### config.mk
export PLATFORM = sky130hd
export DESIGN_NAME = arm_decode_stage
export DESIGN_NICKNAME = d
export VERILOG_FILES = /design/src/rtl/arm_decode_stage.sv
export SDC_FILE = /design/constraint.sdc
export NUM_CORES = 1
export LEC_CHECK = 0
export CORE_UTILIZATION = 28
export DETAILED_ROUTE_END_ITERATION = 8
export GPL_TIMING_DRIVEN = 0
export MAX_ROUTING_LAYER = met4
export PLACE_DENSITY = 0.86
export REMOVE_ABC_BUFFERS = 1
export SLEW_MARGIN = 20
export SYNTH_ARGS = -nofsm -noshare
export SYNTH_HDL_FRONTEND = slang
export SYNTH_SLANG_ARGS = --single-unit
### constraint.sdc
create_clock -name clk -period 2.6 [get_ports clk]
set_input_delay 0.39 -clock clk [delete_from_list [all_inputs] [get_ports clk]]
set_output_delay 0.39 -clock clk [all_outputs]
set_load 0.03 [all_outputs]
### src/rtl/arm_decode_stage.sv
// arm_decode_stage: ID-stage control block for the five-stage ARM pipeline.
//   Holds the fetch-path PC+4 adder, the instruction decoder and the hazard
//   bubble mux. The muxed controls also feed a one-stage ID/EX control
//   register.
// Optional feature macro: CU_NOP_DETECT_EN. When it is defined, instruction
//   0x00000000 decodes as a NOP with every control low. When it is not
//   defined, that word decodes as ANDEQ r0,r0,r0.
// Ports:
//   clk, reset        rising-edge clock; asynchronous active-low reset
//   pc_current        current PC
//   pc_plus_4         combinational pc_current + 4 (wraps mod 2^32)
//   instruction       instruction word from the IF/ID register
//   hazard_select     1 forces a bubble (all id_* controls low)
//   id_*              combinational muxed controls for the ID stage
//   ex_*              registered ID/EX copies (pc_src is consumed in ID, not registered)
module arm_decode_stage (
   input  logic        clk,
   input  logic        reset,
   input  logic [31:0] pc_current,
   output logic [31:0] pc_plus_4,
   input  logic [31:0] instruction,
   input  logic        hazard_select,
   output logic        id_reg_write,
   output logic        id_mem_write,
   output logic        id_mem_to_reg,
   output logic        id_alu_src,
   output logic        id_status_bit,
   output logic        id_pc_src,
   output logic        id_mem_byte,
   output logic [3:0]  id_alu_op,
   output logic        ex_reg_write,
   output logic        ex_mem_write,
   output logic        ex_mem_to_reg,
   output logic        ex_alu_src,
   output logic        ex_status_bit,
   output logic        ex_mem_byte,
   output logic [3:0]  ex_alu_op
);

   localparam int unsigned ALU_OP_W = 4;
   localparam logic [ALU_OP_W-1:0] ALU_ADD = ALU_OP_W'(4'b0100);
   localparam logic [ALU_OP_W-1:0] ALU_SUB = ALU_OP_W'(4'b0010);

   typedef struct packed {
      logic                reg_write;
      logic                mem_write;
      logic                mem_to_reg;
      logic                alu_src;
      logic                status_bit;
      logic                pc_src;
      logic                mem_byte;
      logic [ALU_OP_W-1:0] alu_op;
   } ctrl_t;

   ctrl_t dec;
   ctrl_t muxed;

   // The condition field and the register/offset fields are not decoded in this block.
   logic unused_fields;
   assign unused_fields = ^{instruction[31:28], instruction[19:0]};

   // Fetch-path adder; a carry out of bit 31 is dropped.
   assign pc_plus_4 = pc_current + 32'd4;

   // Control unit: the decode class is chosen by instruction[27:25].
   always_comb begin
      dec = '0;
      unique casez (instruction[27:25])
         3'b00?: begin
            dec.alu_op     = instruction[24:21];
            dec.status_bit = instruction[20];
            dec.alu_src    = instruction[25];
            // TST/TEQ/CMP/CMN only set flags; they write no register.
            dec.reg_write  = (instruction[24:23] != 2'b10);
         end
         3'b01?: begin
            dec.alu_src    = ~instruction[25];
            dec.alu_op     = instruction[23] ? ALU_ADD : ALU_SUB;
            dec.mem_byte   = instruction[22];
            dec.reg_write  = instruction[20];
            dec.mem_to_reg = instruction[20];
            dec.mem_write  = ~instruction[20];
         end
         3'b101: begin
            dec.pc_src     = 1'b1;
            dec.reg_write  = instruction[24];
            dec.alu_op     = ALU_ADD;
            dec.alu_src    = 1'b1;
         end
         default: dec = '0;
      endcase
`ifdef CU_NOP_DETECT_EN
      if (instruction == 32'h0000_0000) begin
         dec = '0;
      end
`endif
   end

   // Bubble mux.
   assign muxed = hazard_select ? ctrl_t'('0) : dec;

   assign id_reg_write  = muxed.reg_write;
   assign id_mem_write  = muxed.mem_write;
   assign id_mem_to_reg = muxed.mem_to_reg;
   assign id_alu_src    = muxed.alu_src;
   assign id_status_bit = muxed.status_bit;
   assign id_pc_src     = muxed.pc_src;
   assign id_mem_byte   = muxed.mem_byte;
   assign id_alu_op     = muxed.alu_op;

   // ID/EX control register.
   always_ff @(posedge clk or negedge reset) begin
      if (!reset) begin
         ex_reg_write  <= 1'b0;
         ex_mem_write  <= 1'b0;
         ex_mem_to_reg <= 1'b0;
         ex_alu_src    <= 1'b0;
         ex_status_bit <= 1'b0;
         ex_mem_byte   <= 1'b0;
         ex_alu_op     <= '0;
      end else begin
         ex_reg_write  <= muxed.reg_write;
         ex_mem_write  <= muxed.mem_write;
         ex_mem_to_reg <= muxed.mem_to_reg;
         ex_alu_src    <= muxed.alu_src;
         ex_status_bit <= muxed.status_bit;
         ex_mem_byte   <= muxed.mem_byte;
         ex_alu_op     <= muxed.alu_op;
      end
   end

endmodule

## Word level (Yosys, flattened, before mapping)

Cells that the tools add are included.

- Flip-flop bits (word level): 10
- Word-level logic and storage cells: 23
- Output and inout port bits: 53

- Reduce and logical (&&, ||, !) cells: 1
- Add/subtract/negate cells: 1
- Equality and inequality tests: 3
- Multiplexer cells: 9
- Bitwise logic cells: 2

Operator list:

| kind | number |
|---|---|
| $add A32 B3 Y32 const B | 1 |
| $pmux W4 S3 | 1 |
| $mux W11 | 1 |
| $pmux W1 S3 | 2 |
| $eq A3 B3 Y1 const B | 1 |
| $mux W1 | 3 |
| $mux W3 | 1 |
| $eq A2 B1 Y1 const B | 1 |
| $logic_not A2 Y1 | 1 |
| $mux W2 | 1 |
| $ne A2 B2 Y1 const B | 1 |
| $not A1 Y1 | 2 |

## Depth between registers and ports, before layout

Gate-level depths: netlist of run 1.

- Depth in word-level cells: 3
- Depth in mapped cells: 5

## Worst setup path before layout of run 1

Ideal clock, no wire load.

- Path type: in2out
- Start: input instruction[26]
- End: output id_alu_op[1]
- Cell stages on the path: 3
- Setup slack: -0.123 ns
- Arrival: 2.333 ns
- Cell sequence: clkbuf_1 > nor2_1 > a2111oi_0

- Word-level cells in the longest chain between the ends: 3
- Elaborated cells on any way between the ends: 5
- Classes of those cells: 2 x eq/ne; 2 x mux; 1 x reduce/logical

RTL lines:

| element | line | source |
|---|---|---|
| from (decl) | 21 | `input logic [31:0] instruction,` |
| $eq A3 B3 Y1 (tied with other cells) | 68 | `unique casez (instruction[27:25])` |
| $pmux W4 S3 * | 68 |  |
| $mux W11 * | 100 | `assign muxed = hazard_select ? ctrl_t'('0) : dec;` |
| to (decl) | 30 | `output logic [3:0] id_alu_op,` |

Every way passes the cells marked *; elsewhere a longest branch is shown, timed or not.

## Worst setup path in the final report of run 1

- Start: input pc_current[5]
- End: output pc_plus_4[29]

- Word-level cells in the longest chain between the ends: 1

RTL lines:

| element | line | source |
|---|---|---|
| from (decl) | 19 | `input logic [31:0] pc_current,` |
| $add A32 B3 Y32 | 63 | `assign pc_plus_4 = pc_current + 32'd4;` |
| to (decl) | 20 | `output logic [31:0] pc_plus_4,` |

Every way passes these cells.

==> results of run 1 <==
[per-layer routing]
metal,GRT usage,vias to the layer above
met5,-,-
li1,-,597
met1,0.196,548
met3,0.0448,6
met4,0.0584,0
met2,0.344,57
[what timing repair did]
action,in CTS,in global routing
setup endpoints to repair,30,25
setup buffers,6,2
pin swaps,5,6
gates resized for setup,83,39
[final cells by class]
type / count / area (um^2) / share of cell area
tap: 44 / 55.1 / 0.0274
sequential: 10 / 250 / 0.125
timing repair buffer: 99 / 915 / 0.456
clock buffer: 4 / 36.3 / 0.0181
multi-input combinational: 96 / 739 / 0.368
inverter: 3 / 11.3 / 0.00561
[critical path, stage by stage]
cell and delay, ps:
clkdlybuf4s50_1 570, nand4_1 110, buf_4 180, nor3_4 250, nand3_1 140, xnor2_1 140
clkdlybuf4s15_2 310
[cells by family (layout without fill, tap and decap cells)]
family,after synthesis,in the layout,share of synthesized area
buffers and inverters,6,106,0.0314
DFF,10,10,0.262
AOI/OAI and AO/OA,5,5,0.0340
and+or+nand+nor,62,62,0.403
adders and majority gates,1,1,0.0131
xor gates and xnor gates,28,28,0.257
[how the worst min path moves through the flow]
stage	end	slack, ps	cells after the start
CTS	ex_status_bit	430	1
global placement	ex_alu_op[0]	720	1
detailed placement	ex_alu_op[0]	730	1
floorplan	ex_alu_op[0]	90	0
global route	ex_status_bit	460	1
finish	ex_status_bit	430	1
[synth_stat cells (all sizes together), types with 2 or more instances]
cell	number	area, um^2
and3	5	31.3
buf	2	15.0
nand4	8	65.1
xor2	7	61.3
nor2	9	33.8
nand2	7	26.3
nor4	2	33.8
xnor2	21	184
nand3	16	80.1
dfrtp	10	250
and2	3	18.8
inv	3	11.3
nand2b	2	12.5
a21oi	2	10.0
nor3	4	36.3
and4	2	17.5
[cells in the final DEF, fill, tap and decap left out, types with 5 or more instances in the layout]
master           instances
clkdlybuf4s50_1         51
xnor2_1                 21
nand3_1                 14
dlymetal6s2s_1          11
buf_2                   11
dfrtp_1                 10
dlygate4sd2_1           10
buf_4                   10
nor2_1                   9
nand4_1                  7
nand2_1                  7
xor2_1                   7
and3_1                   5
[metrics by stage]
stage          hold slack, ps  instances   util  power, mW
2_1_floorplan            94.4        109      -      0.293
3_3_place_gp              725        244  0.604      0.457
3_5_place_dp              731        244  0.604      0.461
4_1_cts                   433        254  0.633      0.596
5_1_grt                   463        256  0.637      0.619
6_report                  426        256  0.637      0.589
[report_power, final]
group | switching, mW | leakage [nW] | total (mW) | internal [mW]
combinational | 0.160 | 0.788 | 0.287 | 0.127
clock | 0.0539 | 0.0210 | 0.139 | 0.0851
sequential | 0.00139 | 0.135 | 0.163 | 0.161
total | 0.215 | 0.944 | 0.589 | 0.374
==> results by group, run 1 <==
Detailed routing
  • WL per Instance: around 13 um
  • Max Used Layer: met4
  • Metal-1 WL: 1240 um
  • Routed Antenna Nets: 0
  • DR WL met3: 224 um
  • Post-Route WL: 3300 um
  • Drt drc: 0
  • Pre-antenna DRT Iters: 6
  • Total number of vias: 1,208
  • Met2 wire length: 1770 um
  • Vias per std cell: 4.72
  • Initial DRC Count: 16

Global routing
  • GRT overflow: 0
  • Initial antenna violation count: 0
  • Total GRT Usage: 0.187
  • Vias in the first global route: 1,153
  • First-pass GRT wire length: ~5000 um
  • Pin count of the biggest net entering global routing: 12

Logic synthesis
  • Library cells used by synthesis: 29
  • Synth Warn #: 0
  • Flops & latches, synth: 10
  • Sequential-to-total area share from yosys stat: 0.262
  • Async SR Flop Fraction: 1.00
  • Post-Synthesis Cell Area: about 960 um^2
  • Most used DFF post-synth: dfrtp_1
  • Post-synth EDFFs: 0
  • Synth Area per Inst: 8.53 um^2
  • Synth Instances: ~110

Clock tree
  • CTS tree: built
  • Maximum clock insertion buffer count: 2
  • Cts bufs inserted: 3
  • Hold-fix buffers, CTS: 0
  • Reg clk slew, reported paths: 70 ps
  • H-Tree Depth: 1
  • Root Buffer: clkbuf_4
  • Clock sinks: 10

Critical path
  • Worst setup EP type: output pin
  • Critical path required time: 2210 ps
  • Setup crit start kind: input port
  • Crit. Startpoint: pc_current[5]
  • Crit path to: pc_plus_4[29]
  • Max FO, Critical Path: 7
  • Crit Path Class: in2out
  • Worst EP arrival: 2100 ps

Finish
  • Filler cells: 300
  • Most flops, register: ex_alu_op
  • Design Area, Final: 2010 um^2
  • Max FFs per register: 4
  • Final #Nets: 281
  • Antenna cells: 0
  • Layout cells sized above 1: 0.198
  • Area grow syn2layout: 110%

Floorplan
  • Die ar.: approximately 3700 um^2
  • Die W: 60.4 um
  • Initial Util: 0.303
  • Core area: 3150 um^2
  • Die height: 60.4 um
  • FP Rows: 20
  • I/O Pins: 120

Timing
  • Setup violators final: 0
  • Worst setup margin: 113 ps
  • Final period util: 0.956
  • Setup TNS: 0 ps
  • Fmax: ~400 MHz
  • Final Hold Fails: 0
  • Fin. max-slew vios: 0
  • Final Critical Period: between 2000 and 2500 ps
  • Worst Max-Slew Pin Slew: 435 ps
  • Slew headroom: 0.709

Placement
  • Pre-CTS setup slack: -569 ps
  • Buffers on Ports: 91
  • GPL Wtd Cong: 0.785
  • Post-DP HPWL: 2570 um
  • Area post-placement: 1900 um^2

Min path
  • Worst hold-check path type: in2async

Pwr
  • LEAKAGE: about 0.94 nW
  • Peak supply drop: 0.173 mV
  • Pwr/cell area: 293 nW/um^2

Outcome
  • Status: finished, final reports clean

Flow run
  • # Max-Cap Violations: 0
Power figures use the tool's default switching activity.
==> inputs of run 2 (changes only) <==
Settings changed: CORE_ASPECT_RATIO set to 0.5.
Clock period 2.6 ns to 3.2 ns, I/O delays scaled along.
==> run 2 against run 1 <==
Cell count down 3.1%. Combinational power down 18%. Setup slack worse by 2.1 ps. Via count up 1.6%. Die area up 0.38%. Power down 11%. Utilization up 0.39 points. Sequential share of layout area up 0.062 points. Hold slack better by 120 ps. Critical path depth down 2. Count of clock-buffer cells in the layout unchanged. Critical path type unchanged. Critical endpoint is now pc_plus_4[17]. Largest cell class unchanged.
==> results by group, run 2 (synthesis gave the netlist of run 1 again) <==
Outcome
  • Status: finished, final reports clean

Global routing
  • Routing usage on met1: 0.180
  • GRT overflow: 0
  • Met2 usage in global routing: 0.385
  • Vias in the first global route: 1,257
  • Pin count of the biggest net entering global routing: 12
  • First-pass GRT wire length: 5460 um
  • Busiest layer in global routing: met2
  • Total GRT Usage: 0.196
  • Met3 GRT Util: 0.0564
  • Initial antenna violation count: 0

Clock tree
  • Maximum clock insertion buffer count: 2
  • CTS tree: built
  • Cts bufs inserted: 3
  • Clock sinks: 10
  • Root Buffer: clkbuf_8
  • Reg clk slew, reported paths: ~50 ps
  • H-Tree Depth: 1

Finish
  • Leading cell type in the layout, fill and taps excluded: clkdlybuf4s50_1
  • Max FFs per register: 4
  • Area grow syn2layout: 109%
  • Antenna cells: 0
  • Most flops, register: ex_alu_op
  • Final #Nets: 277
  • Filler cells: 247
  • Layout cells sized above 1: 0.0769
  • Commonest cells after routing, fill and taps aside: clkdlybuf4s50_1 (73), xnor2_1 (21), nand3_1 (15)
  • Design Area, Final: 2000 um^2

Critical path
  • Worst setup EP type: output pin
  • Critical Path, Cell by Cell: clkdlybuf4s50_1 > nand4_4 > nor4_4 > xor2_1 > clkdlybuf4s50_1
  • Setup crit start kind: input port
  • Worst EP arrival: 2610 ps
  • Critical path required time: about 2700 ps
  • Largest stage delay, worst path: about 690 ps
  • CP delay by family, top: buffers and inverters
  • CP bufs+invs: 2
  • Max FO, Critical Path: 6
  • CP max-delay cell: clkdlybuf4s50_1
  • Worst path most repeated cell: clkdlybuf4s50_1
  • Crit Path Class: in2out
  • Crit. path cell count: 5

Timing
  • Final period util: 0.965
  • Fmax: 324 MHz
  • Worst Max-Slew Pin Slew: ~500 ps
  • Slew headroom: 0.664
  • Fin. max-slew vios: 0
  • Setup violators final: 0
  • Setup TNS: 0 ps
  • Final Critical Period: 3090 ps
  • Final Hold Fails: 0
  • RSZ-0062 raised after global routing: false

Flow run
  • # Max-Cap Violations: 0

Floorplan
  • Die W: roughly 85 um
  • I/O Pins: 120
  • Core area: 3120 um^2
  • FP Rows: 14
  • Die height: 43.3 um
  • Initial Util: 0.307
  • Die ar.: 3670 um^2

Detailed routing
  • Vias per std cell: 4.95
  • Initial DRC Count: 22
  • Post-Route WL: approximately 3300 um
  • Pre-antenna DRT Iters: 6
  • Routed Antenna Nets: 0
  • Total number of vias: 1,227
  • Drt drc: 0
  • WL per Instance: 13.5 um

Pwr
  • Peak supply drop: 0.122 mV
  • Pwr/cell area: 262 nW/um^2
  • LEAKAGE: roughly 0.84 nW

Placement
  • Post-DP HPWL: 2760 um
  • Area post-placement: 1900 um^2
  • Buffers on Ports: 91
  • GPL Wtd Cong: ~0.75

Min path
  • Worst hold-check path type: in2async
run 2: cell types whose count changed in the layout (fill, tap and decap cells not counted), sizes merged:
cell	delta
clkdlybuf4s15	-1
buf	-18
clkdlybuf4s50	+22
dlygate4sd2	+3
dlymetal6s2s	-7
clkbuf	-3
run 2: timing repair:
action | 4_1_cts | 5_1_grt
pin swaps | 3 | 1
endpoints found under the setup margin | 15 | 6
setup buffers | 4 | 0
gates resized for setup | 17 | 6
hold buffers | 0 | 0
run 2: final timing paths:
path | from | end | slack, ps
max | pc_current[6] | pc_plus_4[17] | 110
min | reset | ex_alu_src | 550
max in group asynchronous | reset | ex_mem_write | 2350
min in group clk | instruction[21] | ex_alu_op[0] | 830
run 2: per-stage QoR:
stage / setup slack, ps / hold WS [ps] / instances / power [mW] / util
detailed placement: -161 / 808 / 240 / 0.374 / 0.609
CTS: 10.2 / 558 / 248 / 0.526 / 0.636
global route: 0.980 / 579 / 248 / 0.551 / 0.640
global placement: -85.1 / 794 / 240 / 0.370 / 0.609
finish: 111 / 547 / 248 / 0.523 / 0.640
floorplan: 556 / 184 / 109 / 0.238 / -
run 2: layout make-up:
class                      count  area [um^2]  share of cell area
timing repair buffer          95          935               0.468
multi-input combinational     96          696               0.348
sequential                    10          250               0.125
clock buffer                   4         55.1              0.0276
tap                           40         50.0              0.0251
inverter                       3         11.3             0.00564
run 2: routing by layer:
layer,vias up,share of wire
met4,0,0.034
met2,56,0.53
met3,12,0.073
met1,568,0.36
met5,-,0
li1,591,-
run 2: report_power, final:
group / leakage [nW] / internal [mW] / switching [mW] / total, mW
Clock: 0.0288 / 0.108 / 0.0461 / 0.154
Sequential: 0.135 / 0.131 / 0.00112 / 0.133
Combinational: 0.679 / 0.110 / 0.126 / 0.236
==> patch 1 (flow settings as in run 1) <==
Put a register stage on the output `id_alu_op`, cleared by the reset. The value now appears one clock later. The other outputs are not delayed to match.
--- a/src/rtl/arm_decode_stage.sv
+++ b/src/rtl/arm_decode_stage.sv
@@ -106,7 +106,13 @@
    assign id_status_bit = muxed.status_bit;
    assign id_pc_src     = muxed.pc_src;
    assign id_mem_byte   = muxed.mem_byte;
-   assign id_alu_op     = muxed.alu_op;
+   always_ff @(posedge clk or negedge reset) begin
+      if (!reset) begin
+         id_alu_op <= '0;
+      end else begin
+         id_alu_op <= muxed.alu_op;
+      end
+   end
 
    // ID/EX control register.
    always_ff @(posedge clk or negedge reset) begin
Function: changed (a bounded check fails within 4 cycles, from zero or initial values and one cycle with reset low).
==> patch 1 against run 1 <==
Sequential cell count unchanged. Power fell by 7.6%. Setup slack lost 99 ps. Global-route usage is 0.90 points lower. Final area down 1.2%. Synthesized cell count grew 3.6%. Synthesized area up 3.1%. Wire length rose by 0.18%. Critical endpoint is now pc_plus_4[20].
==> patch 1: results (changes against run 1) <==
drive_gt1_share_pct: 19.8  # unchanged
outcome: "completed"  # unchanged
io_buffers: 91  # unchanged
wirelength_um: 3300  # about the same
crit_slowest_cell: "clkdlybuf4s50_1"  # unchanged
path_delay_family: "buffers and inverters"  # unchanged
clock_path_buffers: 2  # unchanged
grt_pass1_wl_um: 4830  # was 4960 µm
vias: 1245  # was 1208
synthTopCellsByCount: "21 x xnor2_1, 16 x nand3_1, 10 x dfrtp_1, 9 x nor2_1"  # unchanged
yosysSeqAreaShare_pct: 25.4  # was 26.2%
post-place-ws_ps: -525  # was -569 ps
drtIter0Drc: 29  # was 16
final_nets: 282  # was 281
critPathLaunch: "pc_current[3]"  # was pc_current[5]
p_leak_nw: 0.936  # was 0.944 nW
synth_cell_types: 29  # unchanged
track_usage_pct: 17.8  # was 18.7%
cp_max_fo: 5  # was 7
netlist_instances: 116  # was 112
n_antenna_cell: 0  # unchanged
hp-class: "in2async"  # unchanged
stdcell_count: 258  # was 256
ys_warn_count: 0  # unchanged
vdd_drop_max_v: 0.000105  # was 0.000173 V
slew_headroom_pct: 74.1  # was 70.9%
antenna_found_initial: 0  # unchanged
largest_register: "ex_alu_op"  # unchanged
async_reset_ff_share_pct: 100  # unchanged
max_freq_mhz: 387  # was 402 MHz
crit_path_end: "pc_plus_4[20]"  # was pc_plus_4[29]
first_pass_iters: 4  # was 6
synth.area.top_cells: "dfrtp_1 25%, xnor2_1 19%, nand3_1 8.1%"  # was dfrtp_1 26%, xnor2_1 19%, nand3_1 8.4%
h-tree-depth: 1  # unchanged
crit_arrival_ps: 2200  # was 2100 ps
place_inst: 246  # was 244
clkTransAtPathRegs_ps: 60
dp_hpwl_um: 2550  # was 2570 µm
max_stage_delay_ps: 500  # was 570 ps
largest_reg_flops: 4  # unchanged
synth_top_flop_cell: "dfrtp_1"  # unchanged
gp_congestion: 0.773  # was 0.785
[patch 1: repair_timing]
item | in CTS | in global routing
hold buffers | 0 | 0
setup endpoints to repair | 29 | 23
pin swaps | 5 | 6
buffers inserted | 7 | 2
gates resized for setup | 80 | 46
[patch 1: worst min path at each step]
stage / cells after the start / from / to / slack [ps]
2_1_floorplan: 0 / reset / ex_alu_op[0]$_DFF_PN0_ / 90
3_3_place_gp: 1 / reset / ex_alu_op[1]$_DFF_PN0_ / 700
3_5_place_dp: 1 / reset / ex_alu_src$_DFF_PN0_ / 710
4_1_cts: 1 / reset / ex_alu_src$_DFF_PN0_ / 430
5_1_grt: 1 / reset / ex_alu_src$_DFF_PN0_ / 430
6_report: 1 / reset / ex_alu_src$_DFF_PN0_ / 430
[patch 1: logic make-up after synthesis]
logic type,Yosys count,share of synthesized area (%)
xor+xnor,28,24.9
flops,10,25.4
buf+inv,10,6.09
fa+ha+maj,1,1.27
simple gates,62,39.1
compound gates,5,3.30
[patch 1: through the flow]
stage                     TNS (ps)  area (µm²)
after floorplan                  0         937
after global placement       -9190        1910
after detailed placement     -9640        1910
after CTS                    -85.5        2000
after global routing          -507        1980
final                            0        1980
[patch 1: per-layer routing]
layer | vias to the layer above | track usage, % | part of all wire (%)
li1 | 598 | - | -
met4 | 0 | 5.40 | 0
met1 | 576 | 16.0 | 34
met2 | 71 | 35.4 | 55
met3 | 0 | 5.25 | 11
met5 | - | - | 0
[patch 1: area by class of cell]
class	instances	area, µm²
well taps	46	57.6
multi-input cells	96	724
flip-flops and latches	10	250
repair buffers	100	916
clock buffers	3	22.5
inverters	3	11.3
fillers	325	1380
[patch 1: power by group]
part	internal [mW]	switching, mW
registers	0.161	0.00196
clock network	0.0529	0.0435
logic	0.126	0.158
total	0.341	0.203
==> patch 2 (settings of run 1) <==
Made on the original files. Build with the macro `CU_NOP_DETECT_EN` defined.
--- a/src/rtl/arm_decode_stage.sv
+++ b/src/rtl/arm_decode_stage.sv
@@ -13,6 +13,8 @@
 //   hazard_select     1 forces a bubble (all id_* controls low)
 //   id_*              combinational muxed controls for the ID stage
 //   ex_*              registered ID/EX copies (pc_src is consumed in ID, not registered)
+`define CU_NOP_DETECT_EN
+
 module arm_decode_stage (
    input  logic        clk,
    input  logic        reset,
Formal check against the unedited RTL: not equivalent (Yosys sat finds a counterexample within 4 cycles, from zero or initial values and one cycle with reset low).
==> patch 2 against run 1 <==
Sequential cell count unchanged. Sequential power about the same. Setup slack got worse by 44 ps. Critical path depth decreased by 3. Final area increased by 16%. Wire length increased by 30%. Count of clock-buffer cells in the layout unchanged. Synthesized area increased by 11%. Power increased by 17%. Largest power group unchanged.
==> patch 2: results (changes against run 1) <==
outcome: "completed"  # unchanged
grt_pass1_wl_um: 6400  # was 4960 µm
synthTopCellsByCount: "21 x xnor2_1, 15 x nor2_1, 13 x nand3_1, 13 x nand4_1"  # was 21 x xnor2_1, 16 x nand3_1, 10 x dfrtp_1, 9 x nor2_1
drive_gt1_share_pct: 18.7  # was 19.8%
synth_cell_types: 28  # was 29
cp_max_fo: 9  # was 7
first_pass_iters: 5  # was 6
cts-root-buf: "clkbuf_8"  # was clkbuf_4
place_inst: 288  # was 244
io_buffers: 115  # was 91
vdd_drop_max_v: 0.000133  # was 0.000173 V
p_leak_nw: 0.997  # was 0.944 nW
avgViaCountPerCell: 5.11  # was 4.72
drtIter0Drc: 56  # was 16
n_antenna_cell: 0  # unchanged
worst_slew_pin_slew_ps: 408  # was 435 ps
gp_congestion: 0.854  # was 0.785
yosysSeqAreaShare_pct: 23.6  # was 26.2%
crit_arrival_ps: 2140  # was 2100 ps
synth.area.top_cells: "dfrtp_1 24%, xnor2_1 17%, nand4_1 7.7%"  # was dfrtp_1 26%, xnor2_1 19%, nand3_1 8.4%
track_usage_pct: 20.5  # was 18.7%
placed_cell_area_mm2: 0.00224  # was 0.00190 mm²
clkTransAtPathRegs_ps: 50  # was 70 ps
grt_max_degree: 11  # was 12
stdcell_count: 298  # was 256
grt_pass1_vias: 1485  # was 1153
wirelength_um: 4290  # was 3300 µm
avgSynthCellArea_um2: 8.02  # was 8.53 µm²
final_nets: 321  # was 281
post-place-ws_ps: -565  # was -569 ps
synth_top_flop_cell: "dfrtp_1"  # unchanged
dp_hpwl_um: 3290  # was 2570 µm
-- patch 2: logic make-up (layout without fill, tap and decap cells) --
group                      after synthesis  count (layout)  synth area share (%)
and+or+nand+nor                         78              78                  44.1
xor gates and xnor gates                28              28                  23.2
DFF                                     10              10                  23.6
buffers and inverters                   10             130                  4.26
AOI/OAI and AO/OA                        4               4                  2.72
adders and majority gates                1               1                  1.18
muxes                                    1               1                 0.946
-- patch 2: worst paths after layout --
kind / cells past startpoint / to / slack [ps] / startpoint
max: 4 / id_alu_op[3] / 70 / instruction[27]
min: 1 / ex_alu_op[2]$_DFF_PN0_ / 460 / reset
max in group asynchronous: 1 / ex_mem_write$_DFF_PN0_ / 1850 / reset
min in group clk: 0 / pc_plus_4[0] / 780 / pc_current[0]
-- patch 2: layout make-up --
type | count | area [µm²]
fillers | 290 | 1140
repair buffers | 121 | 1110
multi-input cells | 112 | 832
flip-flops and latches | 10 | 250
well taps | 46 | 57.6
clock buffers | 4 | 55.1
inverters | 5 | 18.8
-- patch 2: metal layers --
metal  track usage [%]  share of wire, %
met1              20.7                38
met2              39.6                52
met3              3.62               8.1
met4              5.68               1.8
met5                 -                 0
-- patch 2: stage by stage --
step,hold WS (ps),setup TNS [ps]
floorplan,94.4,0
global placement,710,-10310
detailed placement,707,-10900
CTS,466,-41.0
global route,485,-5.90
finish,459,0
-- patch 2: power breakdown --
group / switching (mW) / leakage (nW) / internal [mW]
logic: 0.177 / 0.833 / 0.159
registers: 0.00125 / 0.135 / 0.162
clock network: 0.0550 / 0.0288 / 0.133
total: 0.233 / 0.997 / 0.454
-- patch 2: critical path, cell delays in order --
cell	delay [ps]
clkdlybuf4s50_1	600
nor3_2	280
and2_1	200
clkdlybuf4s50_1	680
-- patch 2: repair_timing --
item                                    CTS  global route
pin swaps                                 4             2
buffers inserted                          4             2
endpoints found under the setup margin   28            24
hold buffers                              0             0
resized for setup                       106            30
